==> src/rtl/vga_pkg.sv <==
// Shared VGA timing defaults and pixel colour type for the display path.
package vga_pkg;

    // 640x480 @ 60 Hz timing, pixel counts for horizontal, line counts for vertical
    localparam int unsigned H_VISIBLE_DEFAULT = 640;
    localparam int unsigned H_FP_DEFAULT      = 16;
    localparam int unsigned H_SYNC_DEFAULT    = 96;
    localparam int unsigned H_BP_DEFAULT      = 48;
    localparam int unsigned V_VISIBLE_DEFAULT = 480;
    localparam int unsigned V_FP_DEFAULT      = 10;
    localparam int unsigned V_SYNC_DEFAULT    = 2;
    localparam int unsigned V_BP_DEFAULT      = 33;
    localparam int unsigned CLK_DIV_DEFAULT   = 2;

    localparam int unsigned H_TOTAL_DEFAULT =
        H_VISIBLE_DEFAULT + H_FP_DEFAULT + H_SYNC_DEFAULT + H_BP_DEFAULT;
    localparam int unsigned V_TOTAL_DEFAULT =
        V_VISIBLE_DEFAULT + V_FP_DEFAULT + V_SYNC_DEFAULT + V_BP_DEFAULT;

    typedef struct packed {
        logic [7:0] r;
        logic [7:0] g;
        logic [7:0] b;
    } rgb_t;

endpackage

==> src/rtl/vga_sync_decode.sv <==
// Combinational decode of scan counters into visible / hsync / vsync flags.
module vga_sync_decode
    import vga_pkg::*;
#(
    parameter int unsigned H_VISIBLE = H_VISIBLE_DEFAULT,
    parameter int unsigned H_FP      = H_FP_DEFAULT,
    parameter int unsigned H_SYNC    = H_SYNC_DEFAULT,
    parameter int unsigned V_VISIBLE = V_VISIBLE_DEFAULT,
    parameter int unsigned V_FP      = V_FP_DEFAULT,
    parameter int unsigned V_SYNC    = V_SYNC_DEFAULT
) (
    input  logic [9:0] hc,
    input  logic [9:0] vc,
    output logic       visible,
    output logic       hsync_act,
    output logic       vsync_act
);

    localparam logic [9:0] H_VIS_END = 10'(H_VISIBLE);
    localparam logic [9:0] H_SYNC_BEG = 10'(H_VISIBLE + H_FP);
    localparam logic [9:0] H_SYNC_END = 10'(H_VISIBLE + H_FP + H_SYNC);
    localparam logic [9:0] V_VIS_END = 10'(V_VISIBLE);
    localparam logic [9:0] V_SYNC_BEG = 10'(V_VISIBLE + V_FP);
    localparam logic [9:0] V_SYNC_END = 10'(V_VISIBLE + V_FP + V_SYNC);

    // Region decode: sync windows are half-open [begin, end)
    always_comb begin
        visible   = (hc < H_VIS_END) && (vc < V_VIS_END);
        hsync_act = (hc >= H_SYNC_BEG) && (hc < H_SYNC_END);
        vsync_act = (vc >= V_SYNC_BEG) && (vc < V_SYNC_END);
    end

endmodule

==> src/rtl/vga_scan_gen.sv <==
// Raster scan generator and registered VGA DAC output stage.
module vga_scan_gen
    import vga_pkg::*;
#(
    parameter int unsigned H_VISIBLE = H_VISIBLE_DEFAULT,
    parameter int unsigned H_FP      = H_FP_DEFAULT,
    parameter int unsigned H_SYNC    = H_SYNC_DEFAULT,
    parameter int unsigned H_BP      = H_BP_DEFAULT,
    parameter int unsigned V_VISIBLE = V_VISIBLE_DEFAULT,
    parameter int unsigned V_FP      = V_FP_DEFAULT,
    parameter int unsigned V_SYNC    = V_SYNC_DEFAULT,
    parameter int unsigned V_BP      = V_BP_DEFAULT,
    parameter int unsigned CLK_DIV   = CLK_DIV_DEFAULT
) (
    input  logic       Clk,
    input  logic       Reset_n,
    input  logic [7:0] Red,
    input  logic [7:0] Green,
    input  logic [7:0] Blue,
    output logic [9:0] DrawX,
    output logic [9:0] DrawY,
    output logic       pix_en,
    output logic       frame_start,
    output logic       VGA_CLK,
    output logic       VGA_HS,
    output logic       VGA_VS,
    output logic       VGA_BLANK_N,
    output logic       VGA_SYNC_N,
    output logic [7:0] VGA_R,
    output logic [7:0] VGA_G,
    output logic [7:0] VGA_B
);

    localparam int unsigned H_TOTAL = H_VISIBLE + H_FP + H_SYNC + H_BP;
    localparam int unsigned V_TOTAL = V_VISIBLE + V_FP + V_SYNC + V_BP;
    localparam int unsigned DIV_W   = $clog2(CLK_DIV);

    localparam logic [DIV_W-1:0] DIV_LAST = DIV_W'(CLK_DIV - 1);
    localparam logic [DIV_W-1:0] DIV_HALF = DIV_W'(CLK_DIV / 2);
    localparam logic [9:0]       H_LAST   = 10'(H_TOTAL - 1);
    localparam logic [9:0]       V_LAST   = 10'(V_TOTAL - 1);
    localparam logic [9:0]       V_VIS_LAST = 10'(V_VISIBLE - 1);

    logic [DIV_W-1:0] div_cnt;
    logic [DIV_W-1:0] div_nxt;
    logic [9:0]       hc;
    logic [9:0]       vc;
    logic             visible;
    logic             hsync_act;
    logic             vsync_act;
    rgb_t             pix_rgb;

    vga_sync_decode #(
        .H_VISIBLE (H_VISIBLE),
        .H_FP      (H_FP),
        .H_SYNC    (H_SYNC),
        .V_VISIBLE (V_VISIBLE),
        .V_FP      (V_FP),
        .V_SYNC    (V_SYNC)
    ) u_decode (
        .hc        (hc),
        .vc        (vc),
        .visible   (visible),
        .hsync_act (hsync_act),
        .vsync_act (vsync_act)
    );

    assign DrawX      = hc;
    assign DrawY      = vc;
    assign VGA_SYNC_N = 1'b0;

    // Pixel strobe and frame strobe decoded from registered state only, so
    // both drop to 0 the moment reset clears the divider
    always_comb begin
        pix_en      = (div_cnt == DIV_LAST);
        frame_start = pix_en && (hc == H_LAST) && (vc == V_VIS_LAST);
        div_nxt     = pix_en ? '0 : div_cnt + 1'b1;
        pix_rgb     = visible ? '{r: Red, g: Green, b: Blue} : '0;
    end

    // Clock divider; VGA_CLK follows the next divider value so it is low for
    // the first half of each pixel and rises after the outputs have settled
    always_ff @(posedge Clk or negedge Reset_n) begin
        if (!Reset_n) begin
            div_cnt <= '0;
            VGA_CLK <= 1'b0;
        end else begin
            div_cnt <= div_nxt;
            VGA_CLK <= (div_nxt >= DIV_HALF);
        end
    end

    // Horizontal/vertical scan counters, both wrapping in the same step at frame end
    always_ff @(posedge Clk or negedge Reset_n) begin
        if (!Reset_n) begin
            hc <= '0;
            vc <= '0;
        end else if (pix_en) begin
            if (hc == H_LAST) begin
                hc <= '0;
                vc <= (vc == V_LAST) ? '0 : vc + 1'b1;
            end else begin
                hc <= hc + 1'b1;
            end
        end
    end

    // Output stage: captures the decode of the pre-increment coordinate so
    // syncs, blank and colour stay mutually aligned one pixel behind DrawX/DrawY
    always_ff @(posedge Clk or negedge Reset_n) begin
        if (!Reset_n) begin
            VGA_HS      <= 1'b1;
            VGA_VS      <= 1'b1;
            VGA_BLANK_N <= 1'b0;
            VGA_R       <= '0;
            VGA_G       <= '0;
            VGA_B       <= '0;
        end else if (pix_en) begin
            VGA_HS      <= ~hsync_act;
            VGA_VS      <= ~vsync_act;
            VGA_BLANK_N <= visible;
            VGA_R       <= pix_rgb.r;
            VGA_G       <= pix_rgb.g;
            VGA_B       <= pix_rgb.b;
        end
    end

endmodule

==> config.mk <==
export PLATFORM = sky130hd
export DESIGN_NAME = vga_scan_gen
export DESIGN_NICKNAME = d
export VERILOG_FILES = /design/src/rtl/vga_pkg.sv /design/src/rtl/vga_sync_decode.sv /design/src/rtl/vga_scan_gen.sv
export SDC_FILE = /design/constraint.sdc
export NUM_CORES = 1
export LEC_CHECK = 0
export ABC_AREA = 1
export CORE_AREA = 10 10 78 113
export CTS_BUF_LIST = sky130_fd_sc_hd__clkbuf_16
export DETAILED_ROUTE_END_ITERATION = 6
export DIE_AREA = 0 0 88 123
export DONT_BUFFER_PORTS = 1
export SLEW_MARGIN = 30
export SYNTH_ARGS = -nofsm -noshare
export SYNTH_HDL_FRONTEND = slang
export SYNTH_SLANG_ARGS = --single-unit
==> constraint.sdc <==
create_clock -name Clk -period 1.5 [get_ports Clk]
set_input_delay 0.3 -clock Clk [delete_from_list [all_inputs] [get_ports Clk]]
set_output_delay 0.3 -clock Clk [all_outputs]
set_load 0.01 [all_outputs]
# Word level (Yosys, flattened, before mapping)
# Cells that the tools add are included.
[word_totals]
reg_bits = 49
in_bits = 26
output_inout_bits = 51
wordCells = 35
[op_classes]
add_sub_neg = 3
n_lt_le_gt_ge = 7
eq_ne = 3
muxes = 4
bitwise_logic = 2
reduce_logical = 6
[ops]
columns = ["operator", "n"]
rows = [
  ["$mux W24", 1],
  ["$add A10 B1 Y10 const B", 2],
  ["$eq A10 B10 Y1 const B", 2],
  ["$lt A10 B10 Y1 const B", 2],
  ["$lt A10 B9 Y1 const B", 2],
  ["$mux W10", 2],
  ["$eq A10 B9 Y1 const B", 1],
  ["$ge A10 B10 Y1 const B", 1],
  ["$ge A10 B9 Y1 const B", 1],
  ["$logic_and A1 B1 Y1", 5],
  ["$not A1 Y1", 2],
  ["$reduce_and A2 Y1", 1],
  ["$add A1 B1 Y1 const B", 1],
  ["$ge A1 B1 Y1 const B", 1],
  ["$mux W1", 1],
]

# Logic depth before layout (Yosys ltp)
# Gate-level depths: netlist (run 1).
[depth]
ltp_word = 3
mapped_depth = 9
ltp_nobuf = 8

# Hierarchy
# A second synthesis (run 1) with hierarchy kept.
[unflattened]
cells_unflattened = 308
area_unflattened_um2 = 2382.3
[modules_own_cells]
columns = ["module", "instances", "cells_each", "area_per_inst_um2", "seq_area_each_um2"]
rows = [
  ["vga_scan_gen", 1, 290, 2302.2, 1203.7],
  ["vga_sync_decode", 1, 18, 80.1, 0.0],
]

# Worst setup path before layout (run 1)
# Ideal clock, no wire load.
[synth_timing]
path_kind = "flip-flop to output port"
from = "register hc[0], in the netlist DrawX[0]"
to = "output frame_start"
t_arrival_ps = 1221
path_slack_ps = -21
path_stages_with_launch = 6
path_cell_list = "dfrtp_1 > ha_1 > nand3_1 > nor3_1 > nand4_1 > nor2_1"
[synth_via]
elab_chain_len = 3
[synth_rtl]
columns = ["element", "line_no", "source"]
rows = [
  ["start, declared", "vga_scan_gen.sv:46", "logic [9:0] hc;"],
  ["start signal, assigned", "vga_scan_gen.sv:103", "hc <= hc + 1'b1;"],
  ["$eq A10 B10 Y1", "vga_scan_gen.sv:76", "frame_start = pix_en && (hc == H_LAST) && (vc == V_VIS_LAST);"],
  ["$logic_and A1 B1 Y1 (2 in series)", "vga_scan_gen.sv:76", ""],
  ["end, declared", "vga_scan_gen.sv:23", "output logic frame_start,"],
]
# Every way passes these cells.

# Worst setup path in the final report (run 1)
[layout_timing]
from = "register hc[6], in the netlist DrawX[6]"
to = "output frame_start"
# The elaborated chain is that of the path after synthesis.

==> results of run 1 <==
## cell usage after synthesis
master,instances,area (um2)
nor3_1,5,25.0
buf_2,4,20.0
buf_6,1,11.3
buf_4,5,37.5
xnor2_1,1,8.76
o21ai_0,37,185
a21oi_1,1,5.00
nand4_1,10,62.6
conb_1,1,3.75
and3_1,1,6.26
inv_1,50,188
o21bai_1,1,7.51
nor2_2,3,18.8
nand3_1,19,95.1
inv_2,2,7.51
dfrtp_1,46,1150
nand3_2,1,10.0
a31oi_1,2,12.5
nand4_2,1,12.5
nand2_1,64,240
dfstp_2,2,52.6
o21ai_1,1,5.00
clkbuf_1,1,3.75
ha_1,4,50.1
xor2_1,2,17.5
nor2_1,22,82.6
nor2_4,1,11.3
## final cells by class
cell class | count | area (um2) | area share [%]
clock buffers | 5 | 125 | 4.28
clock inverters | 3 | 42.5 | 1.45
well taps | 78 | 97.6 | 3.33
inverters | 52 | 198 | 6.76
repair buffers | 37 | 333 | 11.4
flip-flops and latches | 48 | 1210 | 41.3
multi-input cells | 177 | 922 | 31.5
## layout by cell type (no fill, tap or decap), types with 3 or more instances in the layout
master     instances
nand3_2            3
nor2_2             5
inv_2              4
o21ai_0           35
inv_1             47
nand3_1           17
ha_1               3
dfrtp_2            4
nor3_1             4
dfrtp_1           42
clkbuf_16          5
nand2_1           61
buf_4             31
nor2_1            19
nand4_1           10
## worst reg2reg max path, cell delays in order, from the launching register on
cell and delay [ns]:
dfrtp_1 0.39, ha_4 0.15, buf_4 0.10, buf_6 0.10, nand2_4 0.05, nor2_4 0.13, nand3_2 0.14, nor2_4 0.19
buf_12 0.15, nand4_1 0.09, nand2_1 0.07
## state kept, by name (all words and copies together) (netlist names)
register,flops
DrawX,10
VGA_VS,1
VGA_R,8
VGA_CLK,1
VGA_HS,1
VGA_BLANK_N,1
VGA_G,8
VGA_B,8
DrawY,10
## timing repair
action | CTS | global route
endpoints found under the setup margin | 1 | 15
gates resized for setup | 9 | 16
hold endpoints to repair | 48 | 0
hold buffers | 2 | 0
setup buffers | 2 | 3
pin swaps | 5 | 9
gates cloned | 0 | 0
## power by group through the flow
| stage | combinational (W) | clock [W] | sequential [W] |
|---|---|---|---|
| 3_3_place_gp | 0.0000262 | 0 | 0.00140 |
| 4_1_cts | 0.0000682 | 0.00131 | 0.00137 |
| 6_report | 0.0000647 | 0.00127 | 0.00137 |
| 3_5_place_dp | 0.0000307 | 0 | 0.00140 |
| 5_1_grt | 0.0000776 | 0.00137 | 0.00138 |
| 2_1_floorplan | 0.0000263 | 0 | 0.00138 |
## cell families after synthesis
| kind of cell | count (synthesis) | share of synthesized area (%) |
|---|---|---|
| compound gates | 42 | 9.23 |
| xor+xnor | 3 | 1.13 |
| fa+ha+maj | 4 | 2.15 |
| buf+inv | 63 | 11.5 |
| flops | 48 | 51.6 |
| other cells | 1 | 0.161 |
| simple gates | 127 | 24.2 |
## layer usage
| layer | vias to the layer above | GRT usage [%] | share of wire (%) |
|---|---|---|---|
| li1 | 973 | - | - |
| met1 | 915 | 13.0 | 39 |
| met2 | 66 | 20.0 | 51 |
| met3 | 5 | 4.34 | 8.4 |
| met4 | 0 | 4.20 | 1.4 |
| met5 | - | 0 | 0 |
## path summary, 6_finish.rpt
kind | endpoint | start | slack, ns | cells past startpoint
max | frame_start | DrawX[6] | -0.19 | 5
min | VGA_R[3] | Red[3] | 0.15 | 2
max reg2reg | DrawY[9] | DrawX[1] | -0.12 | 10
min reg2reg | VGA_VS | VGA_VS | 0.53 | 2
max in group asynchronous | VGA_HS | Reset_n | 0.68 | 2
min in group asynchronous | VGA_R[1] | Reset_n | 0.55 | 2
## stage by stage
step                      instance area [um2]  setup TNS (ns)
after floorplan                          2340               0
after global placement                   2610               0
after detailed placement                 2610         -0.0556
after CTS                                2860          -0.253
after global routing                     2930           -2.51
final                                    2930           -1.08
==> flow_metrics.py, run 1 <==
metrics = {
    "pwr": {
        "power_switching_w": 0.000573,
        "p_sw_share_pct": 21.2,
        "p_leak_nw": 1.42,
        "power_w": 0.00271,
        "vdd_drop_max_mv": 0.438,
        "power.density_nw_per_um2": 925,
        "comb_power_share_pct": 2.4,
        "clkPwrFrac_pct": 47.0,
        "seqPwrFrac_pct": 50.6,
        "p_int_w": 0.00213,
    },
    "placed_design": {
        "dp.cells": 385,
        "dp_hpwl_um": 4600,
        "post-place-ws_ns": -0.0556,
        "place_congestion": 0.854,
        "portBuffers": 0,
    },
    "clock_network": {
        "clk_pin_slew_worst_paths_ns": 0.07,
        "insertion_delay_ns": 0.28,
        "cts.sinks": 48,
        "cts_buffer_depth": 2,
        "cts_tree": "yes",
        "cts-buffers-inserted": 5,
        "cts_root_buf": "clkbuf_16",
        "cts_max_level": 2,
    },
    "drt": {
        "vias": 1959,
        "viasPerCell": 4.90,
        "ant_nets": 0,
        "drc": 0,
        "dr.pass1.iters": 4,
        "drtIter0Drc": 87,
        "drt-total-wl_um": 6300,
        "post_drt_wl_per_cell_um": 15.8,
    },
    "global_route": {
        "grt-ovfl-total": 0,
        "grt_pass1_vias": 2014,
        "grt_usage_pct": 11.7,
        "grt_max_degree": 49,
        "antenna_found_initial": 0,
        "grt_pass1_wl_um": 10100,
    },
    "worst_setup_path": {
        "worstSetupEndpointType": "output port",
        "critPathTopFamily": "simple AND/OR/NAND/NOR gates",
        "max_stage_delay_ns": 0.39,
        "cp.arrival_ns": 1.39,
        "cp.required_ns": 1.20,
        "worst-path-buf-inv": 1,
        "criticalPathCategory": "flip-flop to output port",
        "crit_fanout": 4,
        "cp-start-kind": "flip-flop",
        "crit_slowest_cell": "dfrtp_1",
        "cp_cell_sequence": "inv_2, nand3_1, nor3_4, nand4_1, nor2_2",
    },
    "synth": {
        "syn_area_per_cell_um2": 8.09,
        "yosysWarningCount": 0,
        "synth_nets": 318,
        "syn-instance-count": 288,
        "netlist_area_um2": 2330,
        "synth-seq-cells": 48,
        "synthDistinctLibCells": 27,
        "synth.yosys.seq_area_share_pct": 51.6,
    },
    "layout": {
        "num_antenna_cells": 0,
        "drive_gt1_share_pct": 22.0,
        "n_fill_cell": 662,
        "areaGrowthSynthToFinish_pct": 25.6,
        "utilization_pct": 43.0,
        "fin_nets": 351,
        "layout.cells.non_filler": 400,
    },
    "die": {
        "die_width_um": 88,
        "rows": 37,
        "start_util_pct": 34.3,
        "io_pins": 77,
        "core-area_um2": 6810,
        "die_area_um2": 10800,
        "fp.dieH_um": 123,
    },
    "sta": {
        "hold_viol_final": 0,
        "post-route-period-util_pct": 112,
        "slew_violations": 0,
        "rsz0062_at_grt": "yes",
        "skew_ns": 0.00405,
        "fin_ws_ns": -0.187,
        "fmax_mhz": 593,
        "setup_viol": 13,
        "holdWs_ns": 0.148,
        "fin_crit_ns": 1.69,
    },
    "status": {
        "violations": "setup timing",
        "outcome": "finished, violations left",
    },
    "job": {
        "cap_violations": 0,
    },
    "min_path": {
        "worstHoldPathType": "input pin to flip-flop",
    },
}
(Power assumes the default switching activity.)
==> run 2: changes to the inputs <==
- clock period: 1.5 -> 2 ns (I/O delays scaled with it)
==> flow_metrics.py, run 2 (synthesized netlist as in run 1, its figures left out) <==
metrics = {
    "layout": {
        "final_common_cell": "nand2_1",
        "drive_gt1_share_pct": 12.6,
        "final_cell_mix": "nand2_1, inv_1, dfrtp_1",
        "post-route-cell-area_um2": 2710,
        "areaGrowthSynthToFinish_pct": 16.2,
        "fin_nets": 330,
        "num_antenna_cells": 0,
        "utilization_pct": 39.8,
    },
    "pwr": {
        "clkPwrFrac_pct": 46.8,
        "power_switching_w": 0.000420,
        "p_leak_nw": 1.30,
        "comb_power_share_pct": 2.3,
        "vdd_drop_max_mv": 0.396,
        "p_sw_share_pct": 20.8,
        "seqPwrFrac_pct": 50.9,
        "power.density_nw_per_um2": 746,
        "p_int_w": 0.00160,
    },
    "global_route": {
        "gr-usage-met2_pct": 18.9,
        "grt-ovfl-total": 0,
        "grt_usage_pct": 11.1,
        "grt_max_degree": 49,
        "grt_pass1_vias": 1953,
        "antenna_found_initial": 0,
        "grtUsageMet1_pct": 12.1,
        "grt_pass1_wl_um": 9680,
        "top_usage_layer": "met2",
        "use_met3_pct": 4.34,
    },
    "sta": {
        "post-route-period-util_pct": 95.0,
        "rsz0062_at_grt": "no",
        "skew_ns": 0.00478,
        "slew_violations": 0,
        "setup_viol": 0,
        "finalSetupTns_ns": 0,
        "hold_viol_final": 0,
        "fmax_mhz": 526,
        "fin_crit_ns": 1.90,
    },
    "die": {
        "io_pins": 77,
        "fp.dieH_um": 123,
        "start_util_pct": 34.3,
        "die_width_um": 88,
        "die_area_um2": 10800,
        "core-area_um2": 6810,
        "rows": 37,
    },
    "drt": {
        "drt-total-wl_um": 5930,
        "vias": 1848,
        "drc": 0,
        "drtIter0Drc": 77,
        "post_drt_wl_per_cell_um": 15.6,
        "ant_nets": 0,
        "dr.pass1.iters": 4,
        "viasPerCell": 4.88,
    },
    "clock_network": {
        "cts.sinks": 48,
        "insertion_delay_ns": 0.28,
        "cts_max_level": 2,
        "cts_root_buf": "clkbuf_16",
        "cts-buffers-inserted": 5,
        "cts_buffer_depth": 2,
        "clk_pin_slew_worst_paths_ns": 0.07,
        "cts_tree": "yes",
    },
    "worst_setup_path": {
        "criticalPathCategory": "flip-flop to output port",
        "crit_slowest_cell": "dfrtp_1",
        "max_stage_delay_ns": 0.39,
        "crit_fanout": 4,
        "worstSetupEndpointType": "output port",
        "cp_cell_sequence": "ha_4, nand3_2, nor3_4, nand4_1, nor2_2",
        "cp.arrival_ns": 1.50,
        "cp-start-kind": "flip-flop",
        "cp.required_ns": 1.60,
    },
    "placed_design": {
        "place_congestion": 0.768,
        "dpl_cell_area_um2": 2450,
        "portBuffers": 0,
        "dp_hpwl_um": 4420,
    },
    "min_path": {
        "worstHoldPathType": "input pin to flip-flop",
    },
    "status": {
        "outcome": "complete, no violations",
    },
    "job": {
        "cap_violations": 0,
    },
}
## run 2: power by group through the flow
| stage | clock network, W | registers [W] | logic (W) |
|---|---|---|---|
| after CTS | 0.000981 | 0.00103 | 0.0000497 |
| after global placement | 0 | 0.00105 | 0.0000196 |
| after detailed placement | 0 | 0.00105 | 0.0000218 |
| final | 0.000944 | 0.00103 | 0.0000471 |
| after floorplan | 0 | 0.00104 | 0.0000197 |
| after global routing | 0.00102 | 0.00103 | 0.0000572 |
## run 2: final timing paths
check                      startpoint           to  slack [ns]  depth (start not counted)
max                          DrawX[0]  frame_start        0.10                          5
min                          Green[5]     VGA_G[5]        0.26                          2
max reg2reg                   VGA_CLK     VGA_R[5]        0.35                          5
min reg2reg                    VGA_HS       VGA_HS        0.54                          2
max in group asynchronous     Reset_n       VGA_VS        1.09                          2
min in group asynchronous     Reset_n     DrawY[0]        0.63                          2
## run 2: worst max-delay path: cells and delay by family (launching register included)
| family | cells | cell delay [ns] |
|---|---|---|
| adder cells (fa/ha/maj) | 1 | 0.17 |
| AND/OR/NAND/NOR | 4 | 0.66 |
| flip-flops | 1 | 0.39 |
## run 2: through the flow
step / std cells / hold slack (ns) / setup WS (ns) / total power [W]
6_report: 379 / 0.256 / 0.101 / 0.00202
5_1_grt: 379 / 0.252 / 0.0150 / 0.00211
4_1_cts: 378 / 0.246 / 0.0338 / 0.00206
3_5_place_dp: 368 / 0.106 / 0.154 / 0.00107
3_3_place_gp: 368 / 0.106 / 0.243 / 0.00107
2_1_floorplan: 288 / 0.104 / 0.379 / 0.00106
## run 2: repair_timing
item,in CTS,in global routing
setup buffers,0,1
setup endpoints to repair,1,19
pin swaps,2,3
hold endpoints to repair,48,0
resized for setup,3,5
hold buffers,2,0
## run 2: area by class of cell
cell class | count | area [um2]
clock inverter | 3 | 42.5
tap | 78 | 97.6
sequential | 48 | 1200
fill | 684 | 4100
inverter | 52 | 195
clock buffer | 5 | 125
multi-input combinational | 177 | 902
timing repair buffer | 16 | 143
## run 2: layer usage
layer	vias up	share of wire [%]
li1	924	-
met1	869	39
met2	51	51
met3	4	8.7
met4	0	1.1
met5	-	0
